$ cat config.mk
export PLATFORM = sky130hd
export DESIGN_NAME = shot_detector
export DESIGN_NICKNAME = d
export VERILOG_FILES = /design/src/rtl/shot_pkg.sv /design/src/rtl/shot_sample_ctr.sv /design/src/rtl/shot_detector.sv
export SDC_FILE = /design/constraint.sdc
export NUM_CORES = 1
export LEC_CHECK = 0
export CORE_MARGIN = 1
export CORE_UTILIZATION = 25
export CTS_BUF_LIST = sky130_fd_sc_hd__clkbuf_2 sky130_fd_sc_hd__clkbuf_4 sky130_fd_sc_hd__clkbuf_8
export CTS_CLUSTER_SIZE = 24
export DETAILED_ROUTE_END_ITERATION = 8
export HOLD_SLACK_MARGIN = 0.1
export PLACE_DENSITY_LB_ADDON = 0.3
export SETUP_SLACK_MARGIN = 0.05
export SYNTH_ARGS = -nofsm -noshare
export SYNTH_HDL_FRONTEND = slang
export SYNTH_SLANG_ARGS = --single-unit
$ cat constraint.sdc
create_clock -name clk -period 2.2 [get_ports clk]
set_input_delay 0.22 -clock clk [delete_from_list [all_inputs] [get_ports clk]]
set_output_delay 0.22 -clock clk [all_outputs]
set_load 0.05 [all_outputs]
$ cat src/rtl/shot_pkg.sv
// Shared types and constants for the shot detector: FSM state encoding and sample-count width.
`default_nettype none

package shot_pkg;

  localparam int CNT_W = 8;
  localparam logic [CNT_W-1:0] CNT_MAX = {CNT_W{1'b1}};

  typedef enum logic [1:0] {
    ST_IDLE     = 2'd0,
    ST_TRACK    = 2'd1,
    ST_COOLDOWN = 2'd2
  } state_t;

endpackage

`default_nettype wire

$ cat src/rtl/shot_sample_ctr.sv
// Valid-gated, saturating, clearable sample counter used for shot length and cooldown.
`default_nettype none

module shot_sample_ctr
  import shot_pkg::*;
(
  input  logic             clk,
  input  logic             rst,
  input  logic             valid,
  input  logic             clr,
  input  logic             load,
  input  logic             inc,
  output logic [CNT_W-1:0] count
);

  // clr wins over load; load starts a fresh count at one for the current sample
  always_ff @(posedge clk) begin
    if (rst || clr) begin
      count <= '0;
    end else if (valid && load) begin
      count <= CNT_W'(1);
    end else if (valid && inc && (count != CNT_MAX)) begin
      count <= count + CNT_W'(1);
    end
  end

endmodule

`default_nettype wire

$ cat src/rtl/shot_detector.sv
// Flick-magnitude shot detector with hysteresis, timeout and post-shot cooldown.
// Optional macro SHOT_MIN_LEN_EN discards shots shorter than MIN_SAMPLES.
`default_nettype none

module shot_detector
  import shot_pkg::*;
#(
  parameter logic [15:0] THRESH           = 16'd200,
  parameter logic [15:0] HYST             = 16'd50,
  parameter logic [7:0]  MAX_SAMPLES      = 8'd255,
  parameter logic [7:0]  COOLDOWN_SAMPLES = 8'd32,
  parameter logic [7:0]  MIN_SAMPLES      = 8'd3
)(
  input  logic             clk,
  input  logic             rst,
  input  logic             flick_valid,
  input  logic [15:0]      flick,
  input  logic             arm,
  output logic             shot_valid,
  output logic [15:0]      shot_peak,
  output logic [CNT_W-1:0] shot_len,
  output logic             busy,
  output logic [1:0]       state_o
);

  // Release level clamps to zero when hysteresis swallows the threshold
  localparam logic [15:0] REL = (HYST >= THRESH) ? 16'd0 : (THRESH - HYST);

  state_t           state;
  state_t           state_nx;
  logic             start;
  logic             extend;
  logic             shot_end;
  logic             accept;
  logic             len_clr;
  logic             cd_clr;
  logic [CNT_W-1:0] len_r;
  logic [CNT_W-1:0] len_nx;
  logic [CNT_W-1:0] cd_cnt;
  logic [15:0]      peak_r;

  assign start    = (state == ST_IDLE) && arm && flick_valid && (flick >= THRESH);
  assign extend   = (state == ST_TRACK) && arm && flick_valid && (flick >= REL);
  assign shot_end = (state == ST_TRACK) && arm && flick_valid && (flick < REL);
  assign len_clr  = (state == ST_IDLE) && !start;
  assign cd_clr   = (state != ST_COOLDOWN);
  assign len_nx   = (len_r == CNT_MAX) ? len_r : (len_r + CNT_W'(1));

`ifdef SHOT_MIN_LEN_EN
  assign accept = (len_r >= MIN_SAMPLES);
`else
  // Minimum-length filter disabled: every hysteresis end is accepted
  assign accept = (len_r >= MIN_SAMPLES) | 1'b1;
`endif

  shot_sample_ctr u_len_ctr (
    .clk   (clk),
    .rst   (rst),
    .valid (flick_valid),
    .clr   (len_clr),
    .load  (start),
    .inc   (extend),
    .count (len_r)
  );

  shot_sample_ctr u_cd_ctr (
    .clk   (clk),
    .rst   (rst),
    .valid (flick_valid),
    .clr   (cd_clr),
    .load  (1'b0),
    .inc   (1'b1),
    .count (cd_cnt)
  );

  always_ff @(posedge clk) begin
    if (rst) begin
      state <= ST_IDLE;
    end else begin
      state <= state_nx;
    end
  end

  always_comb begin
    state_nx = state;
    case (state)
      ST_IDLE: begin
        if (start) begin
          state_nx = ST_TRACK;
        end
      end
      ST_TRACK: begin
        if (!arm) begin
          state_nx = ST_IDLE;
        end else if (shot_end) begin
          state_nx = ST_COOLDOWN;
        end else if (extend && (len_nx >= MAX_SAMPLES)) begin
          state_nx = ST_COOLDOWN;
        end
      end
      ST_COOLDOWN: begin
        if (COOLDOWN_SAMPLES == 8'd0) begin
          state_nx = ST_IDLE;
        end else if (flick_valid &&
                     (({1'b0, cd_cnt} + 9'd1) >= {1'b0, COOLDOWN_SAMPLES})) begin
          state_nx = ST_IDLE;
        end
      end
      default: begin
        state_nx = ST_IDLE;
      end
    endcase
  end

  always_ff @(posedge clk) begin
    if (rst) begin
      peak_r <= '0;
    end else if (start) begin
      peak_r <= flick;
    end else if (extend && (flick > peak_r)) begin
      peak_r <= flick;
    end
  end

  always_ff @(posedge clk) begin
    if (rst) begin
      shot_valid <= 1'b0;
      shot_peak  <= '0;
      shot_len   <= '0;
    end else begin
      shot_valid <= shot_end && accept;
      if (shot_end && accept) begin
        shot_peak <= peak_r;
        shot_len  <= len_r;
      end
    end
  end

  assign busy    = (state != ST_IDLE);
  assign state_o = state;

endmodule

`default_nettype wire

==> metrics.cfg <==
[synth]
synth_top_area_cell = dfxtp_1
synth.distinct_cells = 49
synth.area.top_cells = dfxtp_1 (36%), nand2_1 (9.2%), ha_1 (6.9%), mux2i_1 (5.9%), a21oi_1 (5.2%)
synthesis.area_um2 = 3250
yosysMostFrequentCell = nand2_1
synth_common_cells = nand2_1 (80), dfxtp_1 (59), a21oi_1 (34), inv_1 (21), nor2_1 (21)
synthCells = 398
synth_top_flop_cell = dfxtp_1
synth.ff_latch_count = 59
synth_top_area_share_pct = 36.3
synthesis.nets = 436
synthArstFlopShare_pct = 0
synth_edf_count = 0
synth-seq-area-share_pct = 36.3
avgSynthCellArea_um2 = 8.16
yosysWarningCount = 0

[final_layout]
areaGrowthSynthToFinish_pct = 40.1
fin_cells = 659
diodes = 0
utilization_pct = 35.9
register_area_um2 = 1190
fillers = 1329
drive_gt1_share_pct = 20.3
multi_input_area_um2 = 1970
nets = 520

[routing]
remaining_drc_errors = 0
wl_per_cell_um = 13.7
postRouteAntennaNets = 0
wl_mm = 9.03
vias_per_cell = 4.91
drtPass1Iterations = 4
route.vias.total = 3234
drtIter0Drc = 121

[worst_setup_path]
worstSetupPathType = reg -> reg
cpMaxStageDelayCell = or3_4
required_ns = 2.43
critPathArrivalTime_ns = 2.49
startpoint_type = flip-flop
r2r_start = peak_r[7]
path_buf_inv = 2
crit_path_cell_trace = inv_1 -> ha_1 -> a21oi_1 -> o21ai_0 -> a221o_1 -> or3_4 -> buf_8 -> mux2i_1 -> nand2_1
critPathLaunch = peak_r[7]
path_max_fanout = 7
end_kind = flip-flop
path_delay_family = compound AO/OA/AOI/OAI gates
max_stage_delay_ns = 0.43

[grt]
met2_usage_pct = 23.1
grt_usage_pct = 14.2
grt_pass1_wl_mm = 14.8
grt_pass1_vias = 3099
busiest_layer = met2
globalRouteOverflowTotal = 0
grt_max_degree = 53
antenna_found_initial = 0
use_met1_pct = 17.9
met3_usage_pct = 3.35

[floorplan]
die_w_um = 116
start_util_pct = 25.6
io_pins = 48
core_um2 = 12700
die_h_um = 116
die-area_um2 = 13500
num_rows = 41

[timing]
slew_headroom_pct = 62.4
maxSlewViolCount = 0
skew_ns = 0.0118
rsz0062_at_grt = true
period_needed_ns = 2.26
report.final.hold_viol_count = 0
setup-violations-final = 15
tightest_slew_ns = 0.565
fin_crit_sh_pct = 103
worst_slack_ns = -0.0553
max_freq_ghz = 0.443

[outcome]
violations = setup timing
status = finished, violations left

[power_and_ir_drop]
p_leak_nw = 1.69
peakVddDrop_v = 0.000200
p_per_area_nw_per_um2 = 574

[cts]
clock_path_buffers = 2
clk_pin_slew_ns = 0.07
cts_root_buf = clkbuf_8
clk_latency_ns = 0.35
cts_buffers = 9
cts_sinks = 59
cts_tree = built
h-tree-depth = 3

[run]
drv_cap = 0

[placed_design]
dp_hpwl_mm = 6.69
place_inst = 636
io_buffers = 47
gp_congestion = 0.816

[worst_hold_path]
min-delay-start = rst
hold_path.class = in -> reg

flip-flops by register name, indices dropped and copies added (netlist names):
| register | flops |
|---|---|
| u_len_ctr.count | 8 |
| peak_r | 16 |
| u_cd_ctr.count | 8 |
| shot_valid | 1 |
| shot_len | 8 |
| state_o | 2 |
| shot_peak | 16 |
what timing repair did:
action	CTS	global route
pin swaps	7	8
cloned	0	0
setup buffers	5	2
resized for setup	16	14
hold buffers	0	0
endpoints found under the setup margin	16	48
per-stage QoR:
step	setup TNS, ns	setup slack, ns	instance area [µm²]	total power [mW]	hold slack [ns]
2_1_floorplan	0	0.0527	3260	1.40	0.363
3_3_place_gp	-8.99	-0.389	4180	1.56	0.443
3_5_place_dp	-9.65	-0.422	4180	1.57	0.445
4_1_cts	-0.0481	-0.0225	4470	2.63	0.126
5_1_grt	-1.81	-0.151	4550	2.75	0.134
6_report	-0.464	-0.0553	4550	2.61	0.144
per-layer routing:
layer  wire [µm]  vias to the layer above
met3         424                       14
met4         146                        0
met5           0                        -
met2        4250                       65
li1            -                     1605
met1        4220                     1550
worst paths after layout:
check / end / slack [ns] / cells after the start
worst min register to register: shot_peak[15] / 0.45 / 2
worst max register to register: peak_r[7] / -0.06 / 9
worst max-delay path: peak_r[7] / -0.06 / 9
worst min-delay path: shot_len[4] / 0.14 / 2
worst register-to-register path, delay by kind of cell, from the launching register on:
family	cells	cell delay [ns]
AOI/OAI and AO/OA	3	0.60
and+or+nand+nor	2	0.50
DFF	1	0.34
adders and majority gates	1	0.31
buffers and inverters	2	0.25
muxes	1	0.14
area by class of cell:
class / instances / area share, %
multi-input combinational: 294 / 43.3
sequential: 59 / 26.2
timing repair buffer: 97 / 19.7
tap: 172 / 4.73
clock buffer: 11 / 3.19
inverter: 21 / 1.73
clock inverter: 5 / 1.15
cells in the final DEF (no fill, tap or decap), types with 4 or more instances in the layout:
| cell type | netlist | routed |
|---|---|---|
| a21oi_1 | 34 | 33 |
| a32oi_1 | 16 | 16 |
| buf_4 | 0 | 44 |
| clkbuf_8 | 0 | 10 |
| clkdlybuf4s50_1 | 0 | 45 |
| dfxtp_1 | 59 | 51 |
| dfxtp_2 | 0 | 8 |
| ha_1 | 18 | 12 |
| ha_4 | 0 | 6 |
| inv_1 | 21 | 14 |
| inv_2 | 0 | 7 |
| mux2i_1 | 19 | 19 |
| nand2_1 | 80 | 80 |
| nand3_1 | 7 | 7 |
| nand4_1 | 10 | 10 |
| nor2_1 | 21 | 21 |
| nor3_1 | 16 | 16 |
| nor4b_1 | 15 | 15 |
| o21ai_1 | 4 | 4 |
| xor2_1 | 7 | 7 |
logic make-up (layout without fill, tap and decap cells):
family,Yosys count,after routing,share of synthesized area [%]
xor gates and xnor gates,10,10,2.70
and+or+nand+nor,171,171,26.1
muxes,19,19,5.85
buffers and inverters,45,134,6.16
AOI/OAI and AO/OA,76,76,15.9
DFF,59,59,36.3
adders and majority gates,18,18,6.93
power breakdown:
part | switching (mW) | internal (mW)
combinational | 0.239 | 0.238
sequential | 0.0248 | 1.10
clock | 0.446 | 0.560
total | 0.710 | 1.90
No activity file was read; power rests on OpenSTA's default activity.
